===== config.mk =====
export PLATFORM = sky130hd
export DESIGN_NAME = alu_seq_unit
export DESIGN_NICKNAME = d
export VERILOG_FILES = /design/src/rtl/alu_pkg.sv /design/src/rtl/alu_iter_core.sv /design/src/rtl/alu_seq_unit.sv
export SDC_FILE = /design/constraint.sdc
export NUM_CORES = 1
export LEC_CHECK = 0
export CORE_MARGIN = 1.5
export CORE_UTILIZATION = 60
export CTS_CLUSTER_DIAMETER = 50
export DETAILED_ROUTE_END_ITERATION = 10
export PLACE_DENSITY = 0.83
export SYNTH_ARGS = -nofsm -noshare
export SYNTH_HDL_FRONTEND = slang
export SYNTH_SLANG_ARGS = --single-unit

===== constraint.sdc =====
create_clock -name clk -period 6 [get_ports clk]
set_input_delay 0.9 -clock clk [delete_from_list [all_inputs] [get_ports clk]]
set_output_delay 0.9 -clock clk [all_outputs]
set_load 0.05 [all_outputs]

===== src/rtl/alu_pkg.sv =====
// Shared definitions for the sequential ALU slice.
// Op encodings, FSM states and default operand width.
package alu_pkg;

   localparam int W_DEF = 4;

   typedef enum logic [1:0] {
      OP_ADD = 2'b00,
      OP_SUB = 2'b01,
      OP_MUL = 2'b10,
      OP_DIV = 2'b11
   } op_e;

   typedef enum logic [1:0] {
      IDLE = 2'b00,
      CALC = 2'b01,
      DONE = 2'b10
   } state_e;

endpackage


===== src/rtl/alu_iter_core.sv =====
// Iterative mul/div datapath: shift-add multiply, restoring divide.
// acc_nxt is the post-step value so the owner can latch it on the last step.
module alu_iter_core
   import alu_pkg::*;
#(
   parameter int W  = W_DEF,
   parameter int CW = 2
) (
   input  logic           clk,
   input  logic           rst,
   input  logic           start,
   input  logic           step,
   input  logic           is_div,
   input  logic [CW-1:0]  cnt,
   input  logic [W-1:0]   a,
   input  logic [W-1:0]   b,
   output logic [2*W-1:0] acc_nxt
);

   logic [2*W-1:0] acc;
   logic [2*W-1:0] a_ext;
   logic [W:0]     rem_sh;
   logic [W-1:0]   rem_sub;

   assign a_ext   = {{W{1'b0}}, a};
   // Divide: upper half is remainder, lower half shifts dividend out / quotient in
   assign rem_sh  = {acc[2*W-1:W], acc[W-1]};
   assign rem_sub = rem_sh[W-1:0] - b;

   always_comb begin
      acc_nxt = acc;
      if (start) begin
         acc_nxt = is_div ? a_ext : '0;
      end else if (step) begin
         if (is_div) begin
            if (rem_sh >= {1'b0, b})
               acc_nxt = {rem_sub, acc[W-2:0], 1'b1};
            else
               acc_nxt = {rem_sh[W-1:0], acc[W-2:0], 1'b0};
         end else if (b[cnt]) begin
            acc_nxt = acc + (a_ext << cnt);
         end
      end
   end

   always_ff @(posedge clk) begin
      if (rst)
         acc <= '0;
      else
         acc <= acc_nxt;
   end

endmodule


===== src/rtl/alu_seq_unit.sv =====
// Handshaked sequential ALU: add/sub in one cycle, mul/div over W cycles.
// Owns the request/response FSM; the iterative core does mul/div.
module alu_seq_unit
   import alu_pkg::*;
#(
   parameter int W = W_DEF
) (
   input  logic           clk,
   input  logic           rst,
   input  logic           req_valid,
   output logic           req_ready,
   input  logic [W-1:0]   a,
   input  logic [W-1:0]   b,
   input  logic [1:0]     op,
   output logic           res_valid,
   input  logic           res_ready,
   output logic [2*W-1:0] re,
   output logic           div0
);

   localparam int CW = (W > 1) ? $clog2(W) : 1;

   state_e         state, state_nxt;
   op_e            op_q;
   logic [W-1:0]   a_q, b_q;
   logic [CW-1:0]  cnt;
   logic           accept, last;
   logic [2*W-1:0] sum, dif, core_nxt;
   logic [W-1:0]   core_a, core_b;
   logic           core_div;

   assign accept = req_valid && req_ready;
   assign last   = !op_q[1] || (cnt == CW'(W - 1));
   assign sum    = {{W{1'b0}}, a_q} + {{W{1'b0}}, b_q};
   assign dif    = {{W{1'b0}}, a_q} - {{W{1'b0}}, b_q};

   // Core loads from the live inputs on the accept edge, then from the captures
   assign core_a   = (state == IDLE) ? a : a_q;
   assign core_b   = (state == IDLE) ? b : b_q;
   assign core_div = (state == IDLE) ? (op == OP_DIV) : (op_q == OP_DIV);

   alu_iter_core #(
      .W  (W),
      .CW (CW)
   ) u_core (
      .clk     (clk),
      .rst     (rst),
      .start   (accept),
      .step    (state == CALC),
      .is_div  (core_div),
      .cnt     (cnt),
      .a       (core_a),
      .b       (core_b),
      .acc_nxt (core_nxt)
   );

   always_ff @(posedge clk) begin
      if (rst)
         state <= IDLE;
      else
         state <= state_nxt;
   end

   always_comb begin
      state_nxt = state;
      req_ready = 1'b0;
      res_valid = 1'b0;
      unique case (state)
         IDLE: begin
            req_ready = 1'b1;
            if (req_valid)
               state_nxt = CALC;
         end
         CALC: begin
            if (last)
               state_nxt = DONE;
         end
         DONE: begin
            res_valid = 1'b1;
            if (res_ready)
               state_nxt = IDLE;
         end
         default: state_nxt = IDLE;
      endcase
   end

   always_ff @(posedge clk) begin
      if (rst) begin
         a_q  <= '0;
         b_q  <= '0;
         op_q <= OP_ADD;
         cnt  <= '0;
         re   <= '0;
         div0 <= 1'b0;
      end else begin
         if (accept) begin
            a_q  <= a;
            b_q  <= b;
            op_q <= op_e'(op);
            cnt  <= '0;
         end
         if (state == CALC) begin
            cnt <= cnt + 1'b1;
            if (last) begin
               unique case (op_q)
                  OP_ADD:  re <= sum;
                  OP_SUB:  re <= dif;
                  default: re <= core_nxt;
               endcase
               div0 <= (op_q == OP_DIV) && (b_q == '0);
            end
         end
      end
   end

endmodule


==> impl_metrics.toml <==
[clocking]
clk_latency_ns = 0.30
cts_sinks = 31
ctsHoldBuffers = 0
h-tree-depth = 2
post_cts_buffers = 0
cts_tree = "done"
cts_root_buf = "clkbuf_8"
cts_inserted_buffers = 5
ctsResizeCount = 0
cts_buffer_depth = 2
path_clk_slew_ns = 0.07

[worst_setup_path]
rrSetupSlack_ns = 2.66
cp.arrival_ns = 3.57
cp_max_fo = 3
r2r_start = "state[0]"
crit_required_ns = 6.16
r2r_cells = 10
crit_path_max_incr_delay_ns = 0.48
crit_type = "in -> reg"
cp-start-kind = "input port"
cp_cell_sequence = "clkdlybuf4s50_1 > mux2i_1 > mux2i_1 > nand2_1 > o31ai_1 > ha_1 > nand3_1 > a21boi_0 > o21ai_0 > o311a_1 > o31ai_1 > a21oi_1"
end_kind = "flop"
cpMaxStageDelayCell = "clkdlybuf4s50_1"
timing.rr.end = "u_core.acc[6]"

[routing]
drc = 1
vias = 2539
wl_per_cell_um = 17.7
detail-route-antenna-nets = 0
drt_wl_total_um = 6950
drt_iter0_markers = 219
viasPerCell = 6.48
dr.pass1.iters = 8

[timing]
fin_crit_sh_pct = 56.8
finClkSkew_ns = 0.0103
finalSetupViolCount = 0
fin_ws_ns = 2.59
rsz0062_at_grt = "false"
slew_headroom_pct = 28.2
hold_violations = 0
period_needed_ns = 3.41
timing.hold.ws_ns = 0.482
fmax_mhz = 293
worstMarginPinSlew_ns = 1.07
drv_slew = 0
tns_ns = 0

[yosys]
yosysTopAreaCell = "dfxtp_1"
synth_top_area_share_pct = 25.0
async_reset_ff_share_pct = 0
synth_most_common_cell = "nand2_1"
syn_area_per_cell_um2 = 7.65
synth-edff-count = 0
synth-simple-area-share_pct = 23.6
synth_flop_cell = "dfxtp_1"
synthAdderAreaFrac_pct = 13.8
yosysWarnings = 0
synth_nets = 364
ys_seq_elements = 31
synth_xor_area_share_pct = 1.41
yosys-top-cells-area = "dfxtp_1, ha_1, nand2_1"
synth_compound_area_share_pct = 22.6
synth.distinct_cells = 48
yosysSeqAreaShare_pct = 25.0
syn_inst = 325
synth.area.mux_share_pct = 8.86
synth_top_family_by_area = "simple AND/OR/NAND/NOR gates"
ys_top_cells_by_count = "nand2_1, a21oi_1, dfxtp_1, nor2_1, ha_1"
syn_area_um2 = 2480

[floorplanning]
ios = 25
chipWidth_um = 67.4
coreArea_um2 = 4000
die-area_um2 = 4540
start_util_pct = 62.1
die-height_um = 67.4
rows = 23

[finish]
final_cells = 392
design_area_um2 = 2850
fin_util_pct = 71.2
diodes = 0
layout-drive-gt1-share_pct = 4.97
syn_to_final_growth_pct = 14.6
nNetsFinal = 380

[min_path]
hold_path_end = "re[2]"
worstHoldStart = "re[2]"
hold_depth = 2
holdCritPathClass = "reg -> reg"

[place]
dpl_worst_slack_ns = 2.34
place_hpwl_um = 5110
dp.cells = 384
numPortBuffers = 24
gp_congestion = 1.00
dpl_cell_area_um2 = 2730

[grt]
grt_pass1_wl_um = 10800
gr-usage-met1_pct = 42.2
grt_util_all_layers_pct = 32.4
grtUsageMet3_pct = 5.67
grt_use_met2_pct = 54.2
antenna_found_initial = 0
grt-busiest-layer = "met2"
grt_max_degree = 27
grt_overflow = 0
grt_pass1_vias = 2237

[power_and_ir_drop]
swShare_pct = 33.9
combPwrFrac_pct = 29.1
intPower_mw = 0.426
p_sw_mw = 0.219
p_per_area_nw_per_um2 = 226
clkPwrFrac_pct = 34.2
seqPwrFrac_pct = 36.7
ir_worst_vdd_v = 0.000173
leakagePower_nw = 1.14
power_mw = 0.644

[job]
cap_violations = 0

[outcome]
violations = "design-rule violations"
outcome = "finished with violations"
layout make-up:
| class | count | area [um^2] |
|---|---|---|
| multi-input combinational | 263 | 1750 |
| fill | 344 | 1150 |
| sequential | 31 | 621 |
| timing repair buffer | 24 | 240 |
| clock buffer | 6 | 82.6 |
| tap | 50 | 62.6 |
| inverter | 16 | 60.1 |
| clock inverter | 2 | 35.0 |
worst max-delay path by stage:
| stage | end | startpoint | depth (start not counted) |
|---|---|---|---|
| after floorplan | re[5] | state[1] | 11 |
| after global placement | re[7] | a[1] | 12 |
| after detailed placement | re[7] | a[1] | 12 |
| after CTS | re[7] | a[1] | 12 |
| after global routing | re[7] | a[1] | 12 |
| final | re[7] | a[1] | 12 |
state kept, by name, summed over array words and instances (netlist names):
| signal | count |
|---|---|
| a_q | 4 |
| b_q | 4 |
| op_q | 2 |
| state | 2 |
| div0 | 1 |
| cnt | 2 |
| re | 8 |
| u_core.acc | 8 |
power groups by stage:
stage	Combinational [mW]	Sequential, mW	Clock [mW]
detailed placement	0.183	0.240	0
finish	0.187	0.237	0.220
global placement	0.179	0.240	0
global route	0.203	0.238	0.228
floorplan	0.127	0.244	0
CTS	0.185	0.236	0.221
critical path: cells and delay by family:
kind	cells	cell delay, ns
AO/OA/AOI/OAI	6	1.24
adder cells (fa/ha/maj)	1	0.34
buffers and inverters	1	0.48
multiplexers	2	0.42
AND/OR/NAND/NOR	2	0.19
cells by family after synthesis:
family,after synthesis
mux,19
xor+xnor,4
flops,31
compound gates,89
fa+ha+maj,25
buf+inv,31
simple gates,126
cell usage in the layout, fill, tap and decap left out, types with 3 or more instances in the layout:
cell and n:
and3_1 3, ha_1 21, o21a_1 5, nor2b_1 4, a31oi_1 7, nand2b_1 8, a21oi_1 31, xnor2_1 3
a221oi_1 3, nor4_1 4, inv_1 16, o31a_1 4, and2_1 4, nor3_1 7, nor2_1 31, nand3b_1 3
fa_1 4, o21ai_0 16, dfxtp_1 31, mux2_2 4, clkdlybuf4s50_1 24, nand3_1 8, mux2i_1 13, clkbuf_8 6
o31ai_1 4, nand2_1 47
per-layer routing:
layer  vias to the layer above  routed length [um]
li1                       1203                   -
met2                       126                3320
met3                        26                 464
met4                         0                 182
met5                         -                   0
met1                      1184                2990
Note: power is estimated with default switching activity, not from simulation.
==> RTL edit 1 (same settings) <==
Make the reset (`rst`) asynchronous in 3 clocked blocks.
--- a/src/rtl/alu_iter_core.sv
+++ b/src/rtl/alu_iter_core.sv
@@ -43,7 +43,7 @@
       end
    end
 
-   always_ff @(posedge clk) begin
+   always_ff @(posedge clk or posedge rst) begin
       if (rst)
          acc <= '0;
       else
--- a/src/rtl/alu_seq_unit.sv
+++ b/src/rtl/alu_seq_unit.sv
@@ -54,7 +54,7 @@
       .acc_nxt (core_nxt)
    );
 
-   always_ff @(posedge clk) begin
+   always_ff @(posedge clk or posedge rst) begin
       if (rst)
          state <= IDLE;
       else
@@ -84,7 +84,7 @@
       endcase
    end
 
-   always_ff @(posedge clk) begin
+   always_ff @(posedge clk or posedge rst) begin
       if (rst) begin
          a_q  <= '0;
          b_q  <= '0;
Formal check against the unedited RTL: differs if rst is asserted again (counterexample within 4 cycles, from zero or initial values and one cycle with rst high); with rst held inactive, the same outputs for 10 cycles.
==> RTL edit 1 against the original RTL <==
Register-to-register slack better by 70 ps. Non-clock buffer count up 1. Worst setup slack improved by 29 ps. Critical path depth shrank 1. Sequential cell count unchanged. Area after synthesis increased by 4.8%. Die area up 4.6%. Final area up 2.5%. First-iteration DRC count fell by 13%. Wire length down 11%. Fmax up 0.87%. Global-route usage is 3.2 points lower. Critical endpoint is now re[7]$_DFFE_PP0P_. Largest cell class unchanged. Highest routed layer unchanged.
Power is not shown: default switching activity piles up to over one toggle a cycle in this logic, so the estimate is an artifact.
==> RTL edit 1: results (changes against the original RTL) <==
status: "completed"
ys_warn_count: 0  # unchanged
n_antenna_cell: 0  # unchanged
crit_arrival_ps: 3520  # -50 ps
dr.pass1.iters: 4  # -4
synth_commonest_cells: "dfrtp_1, inv_1, nand2_1, ha_1, nor2_1"
grtUsageMet3_pct: 5.03  # -0.63 points
slowest_stage: "clkdlybuf4s50_1"
synth_area_leaders: "dfrtp_1, ha_1, mux2i_1"
path_clk_slew_ps: 80
ctsRootBufferMaster: "clkbuf_8"
antenna_found_initial: 0  # unchanged
ys_async_sr_fraction_pct: 100  # +100 points
drt_first_iter_violations: 191  # -13%
synth_fp_nets: 321  # -12%
cap_violations: 0  # unchanged
grt_pass1_wl_mm: 9.98  # -7.7%
grt_pass1_vias: 2089  # -6.6%
drive_gt1_share_pct: 9.54  # +4.6 points
clock_latency_ps: 290
cts-resized-gates: 0  # unchanged
wl_mm: 6.22  # -11%
via_per_inst: 6.32  # -2.5%
reg.largest.list: "re x8, u_core.acc x8"
nets: 342  # -10%
hpwl_mm: 4.79  # -6.2%
io_buffer_count: 24  # unchanged
tightest_slew_ps: 949  # -125 ps
hp-class: "reg2reg"
grt_util_met2_pct: 49.6  # -4.6 points
crit_fanout: 4  # +1
grt_use_met1_pct: 37.8  # -4.3 points
slowest_delay_ps: 450  # -30 ps
ys_seq_area_share_pct: 29.8  # +4.8 points
htreeDepth: 2  # unchanged
grt_use_total_pct: 29.2  # -3.2 points
clockBufferDepth: 2  # unchanged
grt_max_degree: 32  # +19%
ys_types: 55  # +15%
post_cts.repair.setup_buffers: 0  # unchanged
path_delay_family: "compound AO/OA/AOI/OAI gates"
post-place-ws_ps: 2360  # +16.4 ps
cts_made_buffers: 5  # unchanged
gp_congestion: 0.925  # -7.8%
clock-skew-final_ps: 14.0  # +3.64 ps
[RTL edit 1: stage by stage]
stage,hold slack (ps),util [%],instances,instance area (um2)
2_1_floorplan,505,-,282,2610
4_1_cts,485,71.5,354,2920
6_report,482,71.5,354,2920
5_1_grt,534,71.5,354,2920
3_3_place_gp,463,69.5,346,2840
3_5_place_dp,468,69.5,346,2840
[RTL edit 1: final cells by class]
| type | instances | area (um2) |
|---|---|---|
| flip-flops and latches | 31 | 776 |
| clock inverters | 1 | 5.00 |
| fillers | 311 | 1170 |
| well taps | 50 | 62.6 |
| clock buffers | 7 | 76.3 |
| multi-input cells | 218 | 1670 |
| repair buffers | 25 | 248 |
| inverters | 22 | 82.6 |
[RTL edit 1: routing by layer]
layer  wire length, um  up-vias
met3               482       10
met4                88        0
met1              2720     1080
met5                 0        -
li1                  -     1072
met2              2930       74
[RTL edit 1: logic make-up after synthesis]
group                    count (synthesis)  synth area share (%)
AND/OR/NAND/NOR                         84                  16.8
AO/OA/AOI/OAI                           74                  19.8
buffers and inverters                   33                  6.10
multiplexers                            31                  13.1
flip-flops                              31                  29.8
adder cells (fa/ha/maj)                 25                  13.2
XOR/XNOR                                 4                  1.34
[RTL edit 1: final timing paths]
kind	from	end	slack, ps	cells past startpoint
min in group asynchronous	rst	div0$_DFFE_PP0P_	990	3
worst max-delay path	a[0]	re[7]$_DFFE_PP0P_	2620	11
worst min-delay path	re[3]$_DFFE_PP0P_	re[3]$_DFFE_PP0P_	480	2
worst min register to register	re[3]$_DFFE_PP0P_	re[3]$_DFFE_PP0P_	480	2
worst max register to register	state[1]$_DFFE_PP0P_	re[7]$_DFFE_PP0P_	2730	11
max in group asynchronous	rst	u_core.acc[0]$_DFF_PP0_	4700	3
[RTL edit 1: worst reg2reg max path: cells and delay by family, from the launching register on]
family / cells / cell delay, ps
compound gates: 4 / 930
mux: 3 / 780
flops: 1 / 570
simple gates: 3 / 500
fa+ha+maj: 1 / 340
==> RTL edit 2 (same flow settings) <==
Made on the original files. Change the package constant `W_DEF` from 4 to 16.
--- a/src/rtl/alu_pkg.sv
+++ b/src/rtl/alu_pkg.sv
@@ -2,7 +2,7 @@
 // Op encodings, FSM states and default operand width.
 package alu_pkg;
 
-   localparam int W_DEF = 4;
+   localparam int W_DEF = 16;
 
    typedef enum logic [1:0] {
       OP_ADD = 2'b00,
Ports: changed (resized a, b and re); port bits go from 25 to 73. The function was not compared with the original's and may differ.
==> RTL edit 2 against the original RTL <==
Wire length rose to 5.0 times the old value. Worst setup slack got worse by 1600 ps. Area after synthesis rose to 4.1 times the old value. Final area rose to 4.0 times the old value. Count of clock-buffer cells in the layout rose by 3. Register-to-register slack got worse by 1700 ps. Power rose to 3.6 times the old value. Fmax fell by 32%. Sequential cell count rose by 74. Critical endpoint is now re[25]$_SDFFE_PP0P_. Largest power group is now combinational logic.
==> RTL edit 2: results (changes against the original RTL) <==
post-place-ws_ps: 847  # -1500 ps
synth_fp_nets: 1519  # +320%
status: "completed"
antenna_found_initial: 0  # unchanged
ys_types: 78  # +63%
hold_viol: 0  # unchanged
rr_worst_depth: 16  # +6
ys_async_sr_fraction_pct: 0  # unchanged
p_leak_nw: 4.58  # +300%
wl_per_cell_um: 21.4  # +21%
tns_ps: 0  # unchanged
ys_warn_count: 0  # unchanged
synth_commonest_cells: "nand2_1, a21oi_1, nor2_1, dfxtp_1, o21ai_0"
ys.flop_type: "dfxtp_1"
cts_made_buffers: 9  # +4
dr.pass1.iters: 8  # unchanged
grt_max_degree: 66  # +140%
via_count: 11188  # +340%
grt_use_total_pct: 38.4  # +6.0 points
drive_gt1_share_pct: 4.24  # -0.73 points
gp_congestion: 0.993  # -0.99%
grt_pass1_wl_mm: 53.8  # +400%
reg.largest.list: "re x32, u_core.acc x32"
grt_pass1_vias: 10080  # +350%
ctsRootBufferMaster: "clkbuf_16"
clockBufferDepth: 2  # unchanged
ys_seq_area_share_pct: 20.5  # -4.5 points
start_kind: "register"
vdd.ir_drop.worst_v: 0.000159  # -8.0%
n_antenna_cell: 0  # unchanged
slew_headroom_pct: 14.1  # -14 points
rr_startpoint: "state[0]$_SDFFE_PP0P_"
crit_fanout: 18  # +15
path_clk_slew_ps: 80
min_from: "a_q[15]$_SDFFE_PP0P_"
hp-class: "reg2reg"
cts-resized-gates: 0  # unchanged
hold_depth: 2  # unchanged
clock_latency_ps: 380  # +80 ps
drt_first_iter_violations: 1698  # +680%
synth_area_leaders: "dfxtp_1, ha_1, a21oi_1"
clock-skew-final_ps: 19.1  # +8.72 ps
nFillCells: 1435  # +320%
post_cts.repair.setup_buffers: 0  # unchanged
htreeDepth: 3  # +1
hpwl_mm: 26.6  # +420%
io_buffer_count: 72  # +200%
==> RTL edit 2: changes by cell type after synthesis, moves of 28 or more <==
cell | unedited run | this run
ha_1 | 21 | 81
dfxtp_1 | 31 | 105
nand3_1 | 8 | 36
mux2i_1 | 13 | 74
clkbuf_1 | 11 | 65
a211oi_1 | 1 | 36
nor2_1 | 31 | 108
a21oi_1 | 31 | 149
inv_1 | 16 | 50
o21ai_0 | 16 | 90
nand2_1 | 47 | 171
==> RTL edit 2: worst paths after layout <==
check                         endpoint  slack [ps]
setup reg to reg   re[25]$_SDFFE_PP0P_        1010
setup / recovery   re[25]$_SDFFE_PP0P_        1010
hold / removal    a_q[15]$_SDFFE_PP0P_         500
hold reg to reg   a_q[15]$_SDFFE_PP0P_         500
==> RTL edit 2: cell type report <==
| type | instances | area [um2] | area share [%] |
|---|---|---|---|
| Multi-Input combinational cell | 1153 | 7580 | 67.1 |
| Timing Repair Buffer | 88 | 836 | 7.40 |
| Clock buffer | 9 | 225 | 1.99 |
| Inverter | 52 | 195 | 1.73 |
| Sequential cell | 105 | 2100 | 18.6 |
| Tap cell | 220 | 275 | 2.44 |
| Clock inverter | 7 | 88.8 | 0.786 |
==> RTL edit 2: logic make-up after synthesis <==
kind of cell / count (synthesis) / share of synthesized area (%)
compound gates: 485 / 30.6
simple gates: 462 / 20.9
buf+inv: 138 / 5.65
flops: 105 / 20.5
fa+ha+maj: 85 / 10.7
mux: 82 / 8.33
xor+xnor: 39 / 3.33
==> RTL edit 2: worst max-delay path, cell delays in order (launching register included) <==
cell and delay (ps):
dfxtp_1 570, nor2_8 450, mux2i_1 330, mux2i_1 130, a21oi_1 320, mux2i_1 160, and2_1 250, ha_1 330
a21oi_1 240, o21ai_0 120, a31oi_1 350, a21oi_1 200, o21a_1 280, or4_1 520, a31oi_1 270, o22ai_1 140
o21a_1 200
==> RTL edit 2: report_power, final <==
group	internal [W]	leakage [nW]	switching, W
combinational	0.000325	3.57	0.000579
sequential	0.000739	0.857	0.0000607
clock	0.000304	0.153	0.000329
total	0.00137	4.58	0.000969
==> RTL edit 2: stage by stage <==
step	hold slack (ps)	area, um2	std cells
4_1_cts	499	11300	1634
5_1_grt	516	11300	1634
3_5_place_dp	486	11000	1618
6_report	500	11300	1634
2_1_floorplan	463	10200	1396
3_3_place_gp	475	11000	1618
==> RTL edit 2: per-layer routing <==
| metal | GRT usage [%] | vias up | wire length [um] |
|---|---|---|---|
| li1 | - | 5195 | - |
| met1 | 54.4 | 5202 | 14800 |
| met2 | 57.0 | 685 | 14900 |
| met3 | 8.60 | 106 | 4220 |
| met4 | 13.5 | 0 | 1110 |
| met5 | 0 | - | 0 |
